[config.mk]
export PLATFORM = sky130hd
export DESIGN_NAME = ps2_kbd_io
export DESIGN_NICKNAME = d
export VERILOG_FILES = /design/src/rtl/kestrel2_pkg.sv /design/src/rtl/ps2_filter.sv /design/src/rtl/ps2_kbd_io.sv
export SDC_FILE = /design/constraint.sdc
export NUM_CORES = 1
export LEC_CHECK = 0
export CAP_MARGIN = 20
export CORE_MARGIN = 2
export CORE_UTILIZATION = 53
export CTS_CLUSTER_DIAMETER = 100
export DETAILED_ROUTE_END_ITERATION = 6
export GPL_TIMING_DRIVEN = 0
export PLACE_DENSITY_LB_ADDON = 0.05
export REMOVE_ABC_BUFFERS = 1
export SKIP_LAST_GASP = 1
export SYNTH_ARGS = -nofsm -noshare
export SYNTH_HDL_FRONTEND = slang
export SYNTH_SLANG_ARGS = --single-unit
[constraint.sdc]
create_clock -name sys_clk_i -period 2.9 [get_ports sys_clk_i]
set_input_delay 0.58 -clock sys_clk_i [delete_from_list [all_inputs] [get_ports sys_clk_i]]
set_output_delay 0.58 -clock sys_clk_i [all_outputs]
set_load 0.02 [all_outputs]
[src/rtl/kestrel2_pkg.sv]
// ---------------------------------------------------------------------------
// kestrel2_pkg
// Shared definitions for the Kestrel-2 peripheral set.
//   KBD_ADDR              word address of the keyboard register ($FFFE >> 1)
//   STAT_VALID/OVR/FERR   bit positions in the keyboard status/data word
//   rx_state_t            PS/2 receive FSM state encoding
//   odd_parity_ok()       true when 8 data bits plus parity hold odd parity
// ---------------------------------------------------------------------------
package kestrel2_pkg;

    localparam logic [14:0] KBD_ADDR = 15'h7FFF;

    localparam int STAT_VALID = 15;
    localparam int STAT_OVR   = 14;
    localparam int STAT_FERR  = 13;

    typedef enum logic [1:0] {
        ST_IDLE   = 2'd0,
        ST_DATA   = 2'd1,
        ST_PARITY = 2'd2,
        ST_STOP   = 2'd3
    } rx_state_t;

    function automatic logic odd_parity_ok(input logic [7:0] data, input logic par);
        return ^{data, par};
    endfunction

endpackage

[src/rtl/ps2_filter.sv]
// ---------------------------------------------------------------------------
// ps2_filter
// Conditions one raw PS/2 pin: 2-flop synchroniser, FILT_LEN-sample glitch
// filter, and a one-cycle pulse on a filtered falling edge.
//   sys_clk_i    system clock
//   sys_rst_n_i  asynchronous active-low reset (filter idles high)
//   pin_i        raw asynchronous pin
//   filt_o       filtered pin level
//   fall_o       one-cycle pulse, high in the cycle before filt_o drops
// ---------------------------------------------------------------------------
module ps2_filter #(
    parameter int FILT_LEN = 8
) (
    input  logic sys_clk_i,
    input  logic sys_rst_n_i,
    input  logic pin_i,
    output logic filt_o,
    output logic fall_o
);

    logic [1:0]          r_sync;
    logic [FILT_LEN-1:0] r_hist;
    logic                r_filt;
    logic                w_all_one;
    logic                w_all_zero;

    assign w_all_one  = &r_hist;
    assign w_all_zero = ~|r_hist;

    always_ff @(posedge sys_clk_i or negedge sys_rst_n_i) begin
        if (!sys_rst_n_i) begin
            r_sync <= 2'b11;
            r_hist <= '1;
            r_filt <= 1'b1;
        end else begin
            r_sync <= {r_sync[0], pin_i};
            r_hist <= {r_hist[FILT_LEN-2:0], r_sync[1]};
            // Level only moves once the whole history window agrees.
            if (w_all_one)
                r_filt <= 1'b1;
            else if (w_all_zero)
                r_filt <= 1'b0;
        end
    end

    assign filt_o = r_filt;
    // Pulse coincides with the cycle whose edge drops r_filt, so consumers
    // sample the data pin on the same edge the filtered clock falls.
    assign fall_o = r_filt & w_all_zero;

endmodule

[src/rtl/ps2_kbd_io.sv]
// ---------------------------------------------------------------------------
// ps2_kbd_io
// PS/2 keyboard receiver on the J1A data bus. Deserialises device-to-host
// frames, checks start/odd-parity/stop, queues good bytes in an 8-entry FIFO
// and exposes one status/data register {valid, ovr, ferr, 5'b0, head}.
// A read pops the head; a write clears ovr (bit 14) / ferr (bit 13) W1C.
//   sys_clk_i    system clock (25 MHz)
//   sys_rst_n_i  asynchronous active-low reset
//   ps2c_i       raw PS/2 clock pin
//   ps2d_i       raw PS/2 data pin
//   dat_cyc_i    bus cycle valid
//   dat_stb_i    strobe, already address-decoded for $FFFE
//   dat_we_i     1 = write, 0 = read
//   dat_dat_i    write data
//   dat_dat_o    registered read data
//   dat_ack_o    registered one-cycle acknowledge
// ---------------------------------------------------------------------------
module ps2_kbd_io
    import kestrel2_pkg::*;
#(
    parameter int FIFO_AW  = 3,
    parameter int FILT_LEN = 8,
    parameter int TIMEOUT  = 50000
) (
    input  logic        sys_clk_i,
    input  logic        sys_rst_n_i,
    input  logic        ps2c_i,
    input  logic        ps2d_i,
    input  logic        dat_cyc_i,
    input  logic        dat_stb_i,
    input  logic        dat_we_i,
    input  logic [15:0] dat_dat_i,
    output logic [15:0] dat_dat_o,
    output logic        dat_ack_o
);

    localparam int              DEPTH   = 1 << FIFO_AW;
    localparam logic [FIFO_AW:0] C_DEPTH = {1'b1, {FIFO_AW{1'b0}}};
    localparam int              TO_W    = $clog2(TIMEOUT + 1);
    localparam logic [TO_W-1:0] C_TO    = TO_W'(TIMEOUT);

    // ---------------------------------------------------------------
    // Pin conditioning
    // ---------------------------------------------------------------
    logic w_c_filt;
    logic w_fall;
    logic w_d;

    ps2_filter #(.FILT_LEN(FILT_LEN)) u_clk_filt (
        .sys_clk_i   (sys_clk_i),
        .sys_rst_n_i (sys_rst_n_i),
        .pin_i       (ps2c_i),
        .filt_o      (w_c_filt),
        .fall_o      (w_fall)
    );

    ps2_filter #(.FILT_LEN(FILT_LEN)) u_dat_filt (
        .sys_clk_i   (sys_clk_i),
        .sys_rst_n_i (sys_rst_n_i),
        .pin_i       (ps2d_i),
        .filt_o      (w_d),
        .fall_o      ()
    );

    // ---------------------------------------------------------------
    // Receive FSM and datapath
    // ---------------------------------------------------------------
    rx_state_t       r_state;
    rx_state_t       w_state_next;
    logic [7:0]      r_shift;
    logic [2:0]      r_bit_cnt;
    logic            r_par;
    logic [TO_W-1:0] r_to_cnt;
    logic            w_timeout;
    logic            w_start;
    logic            w_shift_en;
    logic            w_par_en;
    logic            w_frame_done;
    logic            w_accept;
    logic            w_frame_err;

    // A partial frame that stalls for TIMEOUT cycles is abandoned.
    assign w_timeout = (r_state != ST_IDLE) && !w_fall && (r_to_cnt == C_TO);

    always_ff @(posedge sys_clk_i or negedge sys_rst_n_i) begin
        if (!sys_rst_n_i)
            r_state <= ST_IDLE;
        else
            r_state <= w_state_next;
    end

    always_comb begin
        w_state_next = r_state;
        if (w_timeout) begin
            w_state_next = ST_IDLE;
        end else if (w_fall) begin
            case (r_state)
                ST_IDLE:   if (!w_d) w_state_next = ST_DATA;
                ST_DATA:   if (r_bit_cnt == 3'd7) w_state_next = ST_PARITY;
                ST_PARITY: w_state_next = ST_STOP;
                ST_STOP:   w_state_next = ST_IDLE;
                default:   w_state_next = ST_IDLE;
            endcase
        end
    end

    always_comb begin
        w_start      = 1'b0;
        w_shift_en   = 1'b0;
        w_par_en     = 1'b0;
        w_frame_done = 1'b0;
        if (w_fall) begin
            case (r_state)
                ST_IDLE:   w_start      = ~w_d;
                ST_DATA:   w_shift_en   = 1'b1;
                ST_PARITY: w_par_en     = 1'b1;
                ST_STOP:   w_frame_done = 1'b1;
                default:   w_start      = 1'b0;
            endcase
        end
    end

    assign w_accept    = w_frame_done & w_d & odd_parity_ok(r_shift, r_par);
    assign w_frame_err = (w_frame_done & ~w_accept) | w_timeout;

    always_ff @(posedge sys_clk_i or negedge sys_rst_n_i) begin
        if (!sys_rst_n_i) begin
            r_shift   <= '0;
            r_bit_cnt <= '0;
            r_par     <= 1'b0;
            r_to_cnt  <= '0;
        end else begin
            if (w_start)
                r_bit_cnt <= '0;
            if (w_shift_en) begin
                r_shift   <= {w_d, r_shift[7:1]};   // LSB arrives first
                r_bit_cnt <= r_bit_cnt + 3'd1;
            end
            if (w_par_en)
                r_par <= w_d;
            // Saturating idle counter, restarted by every clock fall.
            if (w_fall)
                r_to_cnt <= '0;
            else if (r_to_cnt != C_TO)
                r_to_cnt <= r_to_cnt + 1'b1;
        end
    end

    // ---------------------------------------------------------------
    // Bus interface
    // ---------------------------------------------------------------
    logic        r_ack;
    logic        r_we;
    logic        r_clr_ovr;
    logic        r_clr_ferr;
    logic [15:0] r_dat;
    logic [15:0] w_status;
    logic        w_req;
    logic        w_pop;
    logic        w_wclr;

    logic [7:0]         r_mem [DEPTH];
    logic [FIFO_AW-1:0] r_wr_ptr;
    logic [FIFO_AW-1:0] r_rd_ptr;
    logic [FIFO_AW:0]   r_count;
    logic               r_ovr;
    logic               r_ferr;
    logic               w_valid;
    logic               w_full;
    logic               w_push;
    logic               w_ovr_set;

    assign w_req  = dat_cyc_i & dat_stb_i & ~r_ack;
    // Side effects land on the edge that closes the ack cycle.
    assign w_pop  = r_ack & ~r_we & w_valid;
    assign w_wclr = r_ack & r_we;

    always_comb begin
        w_status             = '0;
        w_status[STAT_VALID] = w_valid;
        w_status[STAT_OVR]   = r_ovr;
        w_status[STAT_FERR]  = r_ferr;
        w_status[7:0]        = w_valid ? r_mem[r_rd_ptr] : 8'h00;
    end

    always_ff @(posedge sys_clk_i or negedge sys_rst_n_i) begin
        if (!sys_rst_n_i) begin
            r_ack      <= 1'b0;
            r_we       <= 1'b0;
            r_clr_ovr  <= 1'b0;
            r_clr_ferr <= 1'b0;
            r_dat      <= '0;
        end else begin
            r_ack <= w_req;
            if (w_req) begin
                r_we       <= dat_we_i;
                r_clr_ovr  <= dat_dat_i[STAT_OVR];
                r_clr_ferr <= dat_dat_i[STAT_FERR];
                r_dat      <= w_status;
            end
        end
    end

    assign dat_ack_o = r_ack;
    assign dat_dat_o = r_dat;

    // ---------------------------------------------------------------
    // FIFO and sticky flags
    // ---------------------------------------------------------------
    assign w_valid   = (r_count != '0);
    assign w_full    = (r_count == C_DEPTH);
    // A pop in the same cycle frees the slot, so a full FIFO still accepts.
    assign w_push    = w_accept & (~w_full | w_pop);
    assign w_ovr_set = w_accept & w_full & ~w_pop;

    always_ff @(posedge sys_clk_i) begin
        if (w_push)
            r_mem[r_wr_ptr] <= r_shift;
    end

    always_ff @(posedge sys_clk_i or negedge sys_rst_n_i) begin
        if (!sys_rst_n_i) begin
            r_wr_ptr <= '0;
            r_rd_ptr <= '0;
            r_count  <= '0;
        end else begin
            if (w_push)
                r_wr_ptr <= r_wr_ptr + 1'b1;
            if (w_pop)
                r_rd_ptr <= r_rd_ptr + 1'b1;
            if (w_push && !w_pop)
                r_count <= r_count + 1'b1;
            else if (w_pop && !w_push)
                r_count <= r_count - 1'b1;
        end
    end

    // Setting takes priority over a simultaneous write-1-to-clear.
    always_ff @(posedge sys_clk_i or negedge sys_rst_n_i) begin
        if (!sys_rst_n_i) begin
            r_ovr  <= 1'b0;
            r_ferr <= 1'b0;
        end else begin
            if (w_ovr_set)
                r_ovr <= 1'b1;
            else if (w_wclr && r_clr_ovr)
                r_ovr <= 1'b0;
            if (w_frame_err)
                r_ferr <= 1'b1;
            else if (w_wclr && r_clr_ferr)
                r_ferr <= 1'b0;
        end
    end

endmodule

== After elaboration in Yosys (flattened, before gate mapping) ==
Memory sizes are Yosys's and may differ from the RTL's.
Cells that the tools add are included.
Cells by class
  reduce and logical (&&, ||, !) cells: 25
  multiplexer cells: 30
  equal/unequal tests: 11
  $add $sub $neg: 6
  order comparisons: 0
  shift-type cells: 0
  $mul: 0
  bitwise operators: 20
  divide/modulo/power cells: 0
Operators by type and width (count)
  $mux 16: 2
  $mux 1: 18
  $add 16x1->16 const B: 1
  $eq 16x16->1 const B: 1
  $ne 16x16->1 const B: 1
  $reduce_and 8->1: 2
  $reduce_or 8->1: 2
  $reduce_bool 2->1: 7
  $and 1x1->1: 12
  $add 3x1->3 const B: 3
  $reduce_xor 9->1: 1
  $mux 2: 4
  $mux 4: 2
  $mux 8: 1
  $pmux 2 s4: 1
  $logic_and 1x1->1: 6
  $mux 3: 2
  $ne 3x3->1 const B: 2
  $not 1->1: 6
  $add 4x1->4 const B: 1
  $eq 2x2->1 const B: 2
  $eq 4x4->1 const B: 1
  $logic_not 1->1: 4
  $ne 2x1->1 const B: 2
  7 further kinds: 8
Storage, ports and cells
  bits in latches: 0
  output and inout port bits: 17
  flip-flop bits (word level): 79
  logic and storage cells: 114
  bits of input ports: 23
  bits in read-only memories: 0
  bits in writable memories: 64
  memories: 1
Memories
  r_mem: depth 8, width 8, rd ports 1, clocked after Yosys merged registers in 0, write ports 1, line ps2_kbd_io.sv:162  | logic [7:0] r_mem [DEPTH];

== Longest topological paths before layout ==
Gate-level depths: netlist of the first run.
  depth after elaboration: 11
  gate-level depth with buffers: 13
  depth with buffers taken out: 13

== Cells and area by module ==
Synthesis of the first run repeated with hierarchy kept, for this count alone.
Unflattened totals
  cell total of the unflattened synthesis: 396
  area, all modules: 5918.2 µm²
Modules (own cells, without submodules)
  ps2_kbd_io: cells an instance 360, area each 5227.5 µm², instances 1, sequential area each 3348.2 µm²
  ps2_filter: cells an instance 18, area each 345.3 µm², instances 2, sequential area each 289.0 µm²

== Worst setup path before layout of the first run ==
Ideal clock, no wire load.
  kind: flip-flop to flip-flop
  from: register r_shift[1]
  to: register r_count[3]
  period minus slack after synthesis: 2.776 ns
  stages on the path, launching flop included: 14
  required time: 2.775 ns
  setup time: 0.125 ns
  path buffers: 0
  slack: 0.124 ns
  arrival time: 2.651 ns
  path through: dfrtp_1 > xnor2_1 > xnor3_2 > xnor2_4 > nand3_4 > inv_1 > ha_1 > inv_1 > ha_1 > a21o_1 > a21oi_1 > xnor2_1 > nor2_1 > xor2_1
Between the ends
  word-level cells in the longest chain between the ends: 6
  elaborated cells between the ends (all ways): 8
  classes of those cells: 1 x mux; 2 x bitwise; 5 x reduce/logical
Ends and longest elaborated chain
  start: declaration: line ps2_kbd_io.sv:70  | logic [7:0] r_shift;
  start signal: assignment: line ps2_kbd_io.sv:136  | r_shift <= {w_d, r_shift[7:1]};
  $reduce_xor 9->1 (*): line kestrel2_pkg.sv:25  | return ^{data, par};
  $and 1x1->1 (*): line ps2_kbd_io.sv:123  | assign w_accept = w_frame_done & w_d & odd_parity_ok(r_shift, r_par);
  $and 1x1->1 (*): line ps2_kbd_io.sv:213  | assign w_push = w_accept & (~w_full | w_pop);
  net w_push: line ps2_kbd_io.sv:170  | logic w_push;
  $logic_not 1->1: line ps2_kbd_io.sv:233  | else if (w_pop && !w_push)
  $logic_and 1x1->1: line ps2_kbd_io.sv:233
  $reduce_bool 2->1 (no source line)
  end signal: assignment: line ps2_kbd_io.sv:232  | r_count <= r_count + 1'b1;
  end signal: assignment: line ps2_kbd_io.sv:234  | r_count <= r_count - 1'b1;
  end: declaration: line ps2_kbd_io.sv:165  | logic [FIFO_AW:0] r_count;
The timed path passes the listed nets; every way through them passes the cells marked *.
A chain may end at the register's enable or synchronous reset.

== Final worst setup path of the first run ==
Ends and elaborated chain as after synthesis.

==> impl_metrics.toml, run 1 <==
[grt]
first_pass_grt_wire_length_mm = 16.0
grt_max_degree = 64
grt_antenna_before_repair = 0
total_global_route_track_usage = 0.184
global_route.overflow_total = 0
via_count_of_the_first_global_routing_pass = 3152

[logic_synthesis]
synthDistinctLibCells = 48
synthDominantAreaCellType = "edfxtp_1"
postSynthRegisterBits = 143
synth.top_cell.area_share = 0.327
syn_area_sq_um = 5880
ys.warnings.count = 0
synth_async_sr_flop_share = 0.552
netlist_instances = 398
cell_types_with_the_largest_area_share_after_synthesis = "edfxtp_1 33%, dfrtp_1 24%, dfstp_2 9.8%"
dominantRegCellSynth = "edfxtp_1"
postSynthAreaPerCell_sq_um = 14.8
synth.yosys.seq_area_share = 0.668
synth-edff-count = 64

[run]
drv_cap = 0

[final_layout]
mostFrequentLayoutCells = "64 x edfxtp_1, 50 x dfrtp_1, 42 x nand2_1"
syn_to_final_growth_pct = 18.5
finish.net_count = 479
insertedDiodeCount = 0
mostFrequentLayoutCell = "edfxtp_1"
drive_gt1_frac = 0.262
filler_instances = 818

[critical_path]
biggest_fanout_along_the_worst_timing_path = 3
critPathCaptureType = "register"
critical_path_class = "reg -> reg"
worst_r2r_path_depth = 13
timing.critical_path.required_ns = 3.31
arrival_ns = 3.17
crit_path_start_kind = "register"

[sta]
finalSetupViolCount = 0
whs_ns = 0.355
layout_min_cycle_time_ns = 2.76
timing_max_transition_violations_final = 0
post-route-period-util = 0.951
final_skew_ns = 0.00701
worst_pin_slew_ns = 0.817
maxClockFrequency_mhz = 363
sum_of_negative_setup_slack_ns = 0
slew_limit_headroom = 0.455
final_hold_viol_count = 0

[floorplan]
total_die_area_sq_um = 11900
die_w_microns = 109
floorplan.die.height_microns = 109
coreArea_sq_um = 10800
starting_density = 0.542
placement_rows = 38
io-pin-count = 40

[clocking]
tritoncts = "done"
cts_inserted_buffers = 17
htreeDepth = 4
cts.clk_slew.worst_paths_ns = 0.06
worstSkewPairLatency_ns = 0.53
cts_max_path_buffers = 2
clock_tree.root_cell = "clkbuf_8"
clock-sinks = 143

[route]
postRouteWirelength_mm = 9.98
routedWlPerCell_microns = 16.8
via_count = 3207
detailedRoute.firstIterationViolations = 188
viasPerCell = 5.39
final_antenna_net_count = 0
first_pass_iters = 4
drc = 0

[pwr]
netSwitchingPower_mw = 0.961
p_leak_nw = 2.73
seq_power_share = 0.498
power.share.combinational = 0.028
power.ir.vdd_worst_uv = 454
p_int_mw = 3.53
swShare = 0.214
share_clk_of_total_power = 0.473
power_per_cell_area_nw_per_um2 = 645

[hold_path]
number_of_cells_on_the_worst_hold_path = 0
min-delay-path-class = "reg -> reg"

[place]
place.gp.congestion = 0.739
total_half_perimeter_wirelength_after_legalization_and_detailed_placement_mm = 6.30
port_buffers = 20

[outcome]
status = "finished, final reports clean"
==> path summary, 6_finish.rpt <==
check / start / end / slack [ns]
setup / recovery: r_shift[1]$_DFFE_PN0P_ / r_count[3]$_DFFE_PN0P_ / 0.14
hold / removal: u_clk_filt.r_sync[1]$_DFF_PN1_ / u_clk_filt.r_hist[0]$_DFF_PN1_ / 0.35
setup reg to reg: r_shift[1]$_DFFE_PN0P_ / r_count[3]$_DFFE_PN0P_ / 0.14
hold reg to reg: u_clk_filt.r_sync[1]$_DFF_PN1_ / u_clk_filt.r_hist[0]$_DFF_PN1_ / 0.35
max in group asynchronous: sys_rst_n_i / u_dat_filt.r_sync[0]$_DFF_PN1_ / 1.82
min in group asynchronous: sys_rst_n_i / dat_dat_o[6]$_DFFE_PN0P_ / 0.46
==> registers in the layout, indices dropped and copies added (netlist names), 2 cells and up <==
register / flops
u_dat_filt.r_hist: 8
r_mem: 64
r_shift: 8
dat_dat_o: 11
u_clk_filt.r_hist: 8
r_state: 2
u_dat_filt.r_sync: 2
r_rd_ptr: 3
u_clk_filt.r_sync: 2
r_wr_ptr: 3
r_to_cnt: 16
r_count: 4
r_bit_cnt: 3
==> kinds of logic after synthesis <==
family                   Yosys count  synth area share
AO/OA/AOI/OAI                     26            0.0268
XOR/XNOR                          29            0.0502
adder cells (fa/ha/maj)           14            0.0311
buffers and inverters             27            0.0217
flip-flops                       143             0.668
multiplexers                      38             0.102
other                              1          0.000638
AND/OR/NAND/NOR                  120            0.0994
==> stage by stage <==
stage / area (sq um) / worst slack [ns] / utilization / total power, mW / instances
floorplan: 5800 / 0.0208 / - / 2.34 / 385
global placement: 6180 / -1.41 / 0.570 / 2.39 / 545
detailed placement: 6230 / -0.524 / 0.575 / 2.40 / 549
CTS: 6860 / 0.0175 / 0.633 / 4.55 / 585
global route: 6960 / -0.000353 / 0.642 / 4.67 / 595
finish: 6960 / 0.142 / 0.642 / 4.49 / 595
==> critical path: stages (launching register included) <==
cell     delay [ns]
dfrtp_2        0.43
xnor2_2        0.15
xnor3_2        0.49
xnor2_4        0.23
nand3_4        0.09
inv_2          0.06
ha_2           0.17
inv_1          0.08
ha_1           0.27
a21o_1         0.19
a21oi_2        0.16
xnor2_1        0.13
nor2_1         0.06
xor2_1         0.14
==> cell usage after synthesis (all sizes together) (12+ instances only) <==
cell / count
buf: 13
dfrtp: 57
dfstp: 22
edfxtp: 64
ha: 13
mux2: 12
mux4: 16
nand2: 42
nand3: 13
nor2: 28
o21ai: 14
xnor2: 18
==> layout make-up <==
cell class,count,area (sq um),share of cell area
Clock buffer,17,414,0.0595
Clock inverter,15,171,0.0246
Inverter,10,37.5,0.00539
Sequential cell,143,3940,0.565
Tap cell,140,175,0.0252
Multi-Input combinational cell,233,1880,0.270
Timing Repair Buffer,37,353,0.0507
==> power groups by stage <==
stage | Clock [mW] | Combinational, mW | Sequential [mW]
floorplan | 0 | 0.0764 | 2.26
global placement | 0 | 0.120 | 2.27
detailed placement | 0 | 0.129 | 2.27
CTS | 2.18 | 0.130 | 2.24
global route | 2.27 | 0.150 | 2.25
finish | 2.13 | 0.128 | 2.24
==> layer usage <==
metal | GRT usage | share of wire | vias up
met5 | 0 | 0 | -
met4 | 0.0841 | 0.018 | 0
met3 | 0.0539 | 0.035 | 15
met2 | 0.272 | 0.46 | 48
met1 | 0.254 | 0.48 | 1627
li1 | - | - | 1517
==> repair_timing <==
action / 4_1_cts / 5_1_grt
cloned: 0 / 1
endpoints found under the setup margin: 67 / 1
endpoints found under the hold margin: 15 / 0
pin swaps: 2 / 4
hold buffers: 1 / 0
setup buffers: 3 / 9
gates resized for setup: 8 / 7
(Power assumes the default switching activity.)
==> run 2: changes to the inputs <==
--- a/config.mk
+++ b/config.mk
@@ -7,7 +7,7 @@
 export LEC_CHECK = 0
 export CAP_MARGIN = 20
 export CORE_MARGIN = 2
-export CORE_UTILIZATION = 53
+export CORE_UTILIZATION = 60
 export CTS_CLUSTER_DIAMETER = 100
 export DETAILED_ROUTE_END_ITERATION = 6
 export GPL_TIMING_DRIVEN = 0
==> constraint.sdc (replaced) <==
create_clock -name sys_clk_i -period 3.32 [get_ports sys_clk_i]
set_input_delay 0.664 -clock sys_clk_i [delete_from_list [all_inputs] [get_ports sys_clk_i]]
set_output_delay 0.664 -clock sys_clk_i [all_outputs]
set_load 0.02 [all_outputs]
==> impl_metrics.toml, run 2 (synthesized netlist as in run 1, its figures left out) <==
[route]
drc = 0
routedWlPerCell_microns = 16.3
final_antenna_net_count = 0
postRouteWirelength_mm = 9.37
viasPerCell = 5.61
detailedRoute.firstIterationViolations = 157
first_pass_iters = 4
via_count = 3218

[pwr]
share_clk_of_total_power = 0.455
power_per_cell_area_nw_per_um2 = 559
p_leak_nw = 2.65
seq_power_share = 0.516
swShare = 0.207
finalPower_mw = 3.79
power.ir.vdd_worst_uv = 420
power.share.combinational = 0.029
netSwitchingPower_mw = 0.785
p_int_mw = 3.00

[floorplan]
io-pin-count = 40
floorplan.die.height_microns = 103
coreArea_sq_um = 9640
total_die_area_sq_um = 10600
placement_rows = 36
starting_density = 0.610
die_w_microns = 103

[grt]
global_route.overflow_total = 0
total_global_route_track_usage = 0.198
grt_antenna_before_repair = 0
via_count_of_the_first_global_routing_pass = 3032
grt_max_degree = 59
first_pass_grt_wire_length_mm = 15.4

[final_layout]
finish.cell_count_without_fillers = 574
finish.net_count = 465
seq_area_sq_um = 3930
filler_instances = 668
drive_gt1_frac = 0.202
largest_reg_flops = 64
largest-register = "r_mem"
insertedDiodeCount = 0
multi_input_area_sq_um = 1840
mostFrequentLayoutCells = "64 x edfxtp_1, 57 x dfrtp_1, 42 x nand2_1"
mostFrequentLayoutCell = "edfxtp_1"
syn_to_final_growth_pct = 15.3

[clocking]
clock_tree.root_cell = "clkbuf_8"
cts_inserted_buffers = 17
worstSkewPairLatency_ns = 0.51
tritoncts = "done"
htreeDepth = 4
cts_max_path_buffers = 2
cts.clk_slew.worst_paths_ns = 0.06
post_cts_hold_buffer_count = 0
clock-sinks = 143

[sta]
slew_limit_headroom = 0.444
post-route-period-util = 0.927
maxClockFrequency_mhz = 325
timing_max_transition_violations_final = 0
finalSetupViolCount = 0
final_hold_viol_count = 0
worst_pin_slew_ns = 0.834
layout_min_cycle_time_ns = 3.08
grt_setup_unrepaired = "false"
final_skew_ns = 0.00513

[critical_path]
crit_path_start_kind = "register"
slowest_delay_ns = 0.50
critPathCapture = "r_count[3]$_DFFE_PN0P_"
critical_path_class = "reg -> reg"
worst_setup_path_startpoint = "r_shift[1]$_DFFE_PN0P_"
slowest_cell_on_the_critical_path = "dfrtp_1"
cell_by_cell_trace_of_the_critical_path = "xnor2_1 -> xnor3_2 -> xnor2_4 -> nand3_4 -> inv_1 -> ha_1 -> inv_1 -> ha_1 -> a21o_1 -> a21oi_1 -> xnor2_1 -> nor2_1 -> xor2_1"
critPathCaptureType = "register"
critical_path.reg2reg.endpoint = "r_count[3]$_DFFE_PN0P_"
arrival_ns = 3.47
biggest_fanout_along_the_worst_timing_path = 11
regToRegStartpoint = "r_shift[1]$_DFFE_PN0P_"
critical_path_cell_count = 13
timing.critical_path.required_ns = 3.71
path_delay_family = "XOR/XNOR gates"
worst_r2r_path_depth = 13
path_buf_inv = 2
reg2reg_setup_slack_ns = 0.24

[hold_path]
min-delay-path-class = "in -> async"

[place]
place.gp.congestion = 0.806
post-place-cells = 542
total_half_perimeter_wirelength_after_legalization_and_detailed_placement_mm = 6.12
port_buffers = 20

[outcome]
status = "finished, final reports clean"

[run]
drv_cap = 0
==> run 2: cell types whose count changed in the layout (fill, tap and decap cells not counted), moves of 2 or more <==
cell      change
dfrtp_2       -7
clkbuf_1      +3
nor4_1        +2
clkinv_4      -5
dfrtp_1       +7
buf_4        -13
nor4_2        -2
==> run 2: area by class of cell <==
class                      count  area share
clock inverter                12      0.0174
clock buffer                  20      0.0628
sequential                   143       0.580
inverter                      10     0.00554
timing repair buffer          24      0.0388
multi-input combinational    232       0.271
tap                          133      0.0246
==> run 2: power groups by stage <==
stage / combinational (mW) / sequential, mW / clock (mW)
3_3_place_gp: 0.104 / 1.98 / 0
2_1_floorplan: 0.0667 / 1.97 / 0
4_1_cts: 0.112 / 1.95 / 1.76
3_5_place_dp: 0.111 / 1.99 / 0
5_1_grt: 0.130 / 1.97 / 1.83
6_report: 0.110 / 1.96 / 1.72
==> run 2: metal layers <==
layer  GRT usage  share of wire  vias to the layer above
met2       0.298           0.47                       83
met5           0              0                        -
li1            -              -                     1492
met4      0.0516         0.0095                        0
met3      0.0671          0.045                        9
met1       0.283           0.47                     1634
==> run 2: worst min-delay path by stage <==
stage / to / slack (ns) / cells past startpoint
after CTS: r_ferr$_DFFE_PN0P_ / 0.03 / 1
after global placement: u_clk_filt.r_hist[0]$_DFF_PN1_ / 0.35 / 0
after global routing: dat_dat_o[5]$_DFFE_PN0P_ / 0.04 / 1
after detailed placement: u_dat_filt.r_hist[0]$_DFF_PN1_ / 0.35 / 0
final: r_ferr$_DFFE_PN0P_ / 0.04 / 1
after floorplan: u_clk_filt.r_hist[0]$_DFF_PN1_ / 0.35 / 0
==> run 2: repair_timing <==
action,CTS,global route
setup buffers,0,0
endpoints found under the setup margin,1,0
gates resized for setup,1,0
==> run 2: per-stage QoR <==
stage               setup TNS (ns)  utilization  cell area (sq um)  setup slack, ns  hold slack [ns]
floorplan                        0            -               5800            0.441            0.345
global placement            -65.70        0.640               6170            -1.05            0.346
detailed placement         -0.0659        0.646               6230          -0.0659            0.348
CTS                              0        0.703               6780            0.213           0.0314
global route                     0        0.703               6780           0.0493           0.0358
finish                           0        0.703               6780            0.244           0.0418
==> run 3: changes to the inputs <==
--- a/config.mk
+++ b/config.mk
@@ -11,7 +11,7 @@
 export CTS_CLUSTER_DIAMETER = 100
 export DETAILED_ROUTE_END_ITERATION = 6
 export GPL_TIMING_DRIVEN = 0
-export PLACE_DENSITY_LB_ADDON = 0.05
+export PLACE_DENSITY = 0.9
 export REMOVE_ABC_BUFFERS = 1
 export SKIP_LAST_GASP = 1
 export SYNTH_ARGS = -nofsm -noshare
==> impl_metrics.toml, run 3 (synthesized netlist as in run 1, its figures left out) <==
[outcome]
status = "finished, final reports clean"

[final_layout]
utilization = 0.715
insertedDiodeCount = 0
finish.net_count = 468
finish.cell_count_without_fillers = 577
mostFrequentLayoutCells = "64 x edfxtp_1, 53 x dfrtp_1, 42 x nand2_1"
largest-register = "r_mem"
largest_reg_flops = 64
filler_instances = 560
drive_gt1_frac = 0.225
syn_to_final_growth_pct = 17.2
mostFrequentLayoutCell = "edfxtp_1"

[hold_path]
hold_path_startpoint = "u_dat_filt.r_sync[1]$_DFF_PN1_"
min-delay-path-class = "reg -> reg"
number_of_cells_on_the_worst_hold_path = 0
hold_path_end = "u_dat_filt.r_hist[0]$_DFF_PN1_"

[critical_path]
critical_path.reg2reg.endpoint = "r_count[3]$_DFFE_PN0P_"
critical_path_class = "reg -> reg"
biggest_fanout_along_the_worst_timing_path = 11
path_delay_family = "XOR/XNOR gates"
slowest_cell_on_the_critical_path = "xnor3_2"
crit_path_start_kind = "register"
path_buf_inv = 2
reg2reg_setup_slack_ns = 0.15
worst_r2r_path_depth = 13
slowest_delay_ns = 0.52
cell_by_cell_trace_of_the_critical_path = "xnor2_2 -> xnor3_2 -> xnor2_4 -> nand3_4 -> inv_1 -> ha_1 -> inv_1 -> ha_1 -> a21o_1 -> a21oi_1 -> xnor2_1 -> nor2_1 -> xor2_1"
arrival_ns = 3.62
critPathCaptureType = "register"
regToRegStartpoint = "r_shift[3]$_DFFE_PN0P_"
timing.critical_path.required_ns = 3.76

[sta]
layout_min_cycle_time_ns = 3.17
finalSetupViolCount = 0
maxClockFrequency_mhz = 315
post-route-period-util = 0.956
worst_pin_slew_ns = 0.854
timing_max_transition_violations_final = 0
final_hold_viol_count = 0
grt_setup_unrepaired = "false"
final_skew_ns = 0.00671
slew_limit_headroom = 0.429

[pwr]
p_leak_nw = 2.69
power_per_cell_area_nw_per_um2 = 585
power.ir.vdd_worst_uv = 308

[floorplan]
io-pin-count = 40
starting_density = 0.610
floorplan.die.height_microns = 103
die_w_microns = 103
placement_rows = 36
total_die_area_sq_um = 10600
coreArea_sq_um = 9640

[route]
final_antenna_net_count = 0
via_count = 3378
drc = 0
detailedRoute.firstIterationViolations = 223
postRouteWirelength_mm = 11.6
routedWlPerCell_microns = 20.1
viasPerCell = 5.85
first_pass_iters = 6

[place]
total_half_perimeter_wirelength_after_legalization_and_detailed_placement_mm = 6.57
place.gp.congestion = 0.828
port_buffers = 20
post-place-cells = 539

[clocking]
cts_inserted_buffers = 17
tritoncts = "done"
htreeDepth = 4
worstSkewPairLatency_ns = 0.53
cts_max_path_buffers = 2
cts.clk_slew.worst_paths_ns = 0.06
clock-sinks = 143
clock_tree.root_cell = "clkbuf_8"

[grt]
total_global_route_track_usage = 0.245
via_count_of_the_first_global_routing_pass = 3563
grt_antenna_before_repair = 0
first_pass_grt_wire_length_mm = 18.6
global_route.overflow_total = 0
grt_max_degree = 72

[run]
drv_cap = 0
-- run 3: changes by cell type in the layout (fill, tap and decap cells not counted), moves of 2 or more --
cell / before / now
bufinv_16: 2 / 4
clkinv_2: 3 / 1
dfrtp_2: 0 / 4
xnor2_2: 1 / 3
buf_4: 1 / 3
xnor2_1: 16 / 14
dfrtp_1: 57 / 53
clkbuf_1: 3 / 1
-- run 3: layer usage --
| layer | vias up | global-route usage | part of all wire |
|---|---|---|---|
| li1 | 1498 | - | - |
| met1 | 1745 | 0.287 | 0.39 |
| met2 | 95 | 0.408 | 0.53 |
| met3 | 40 | 0.0759 | 0.037 |
| met4 | 0 | 0.127 | 0.037 |
| met5 | - | 0 | 0 |
-- run 3: worst max path at each step --
stage / start / endpoint / cells after the start
after floorplan: u_clk_filt.r_hist[1]$_DFF_PN1_ / r_count[3]$_DFFE_PN0P_ / 12
after global placement: sys_rst_n_i / dat_dat_o[5]$_DFFE_PN0P_ / 1
after detailed placement: u_clk_filt.r_hist[1]$_DFF_PN1_ / r_count[3]$_DFFE_PN0P_ / 12
after CTS: r_shift[4]$_DFFE_PN0P_ / r_count[3]$_DFFE_PN0P_ / 13
after global routing: r_shift[7]$_DFFE_PN0P_ / r_count[3]$_DFFE_PN0P_ / 13
final: r_shift[3]$_DFFE_PN0P_ / r_count[3]$_DFFE_PN0P_ / 13
-- run 3: worst reg2reg max path: cells and delay by family (launching register included) --
family / cells / cell delay [ns]
xor gates and xnor gates: 5 / 1.27
and+or+nand+nor: 2 / 0.27
DFF: 1 / 0.50
adders and majority gates: 2 / 0.49
AOI/OAI and AO/OA: 2 / 0.34
buffers and inverters: 2 / 0.21
-- run 3: layout make-up --
cell class	instances	area [sq um]	share of cell area
tap	133	166	0.0242
multi-input combinational	232	1860	0.270
inverter	10	37.5	0.00545
sequential	143	3930	0.571
clock buffer	18	418	0.0607
timing repair buffer	27	288	0.0418
clock inverter	14	189	0.0274
-- run 3: stage by stage --
| stage | total power [mW] | hold WS (ns) | cell area, sq um | setup slack, ns | TNS (ns) |
|---|---|---|---|---|---|
| 2_1_floorplan | 2.04 | 0.345 | 5800 | 0.441 | 0 |
| 3_3_place_gp | 2.09 | 0.346 | 6170 | -0.937 | -55.00 |
| 3_5_place_dp | 2.10 | 0.347 | 6190 | -0.163 | -2.01 |
| 4_1_cts | 4.05 | 0.356 | 6820 | 0.00671 | 0 |
| 5_1_grt | 4.15 | 0.361 | 6890 | 0.0105 | 0 |
| 6_report | 4.03 | 0.355 | 6890 | 0.145 | 0 |
-- run 3: where the power goes --
part           total [mW]  switching [mW]  leakage, nW  internal [mW]
combinational       0.114          0.0650        0.810         0.0490
clock                1.95           0.734        0.283           1.22
sequential           1.96          0.0621         1.59           1.90
total                4.03           0.861         2.69           3.17
-- run 3: timing repair --
| action | CTS | global route |
|---|---|---|
| setup buffers | 0 | 2 |
| endpoints found under the hold margin | 8 | 0 |
| endpoints found under the setup margin | 17 | 1 |
| gates resized for setup | 3 | 5 |
| hold buffers | 1 | 0 |
| pin swaps | 0 | 2 |
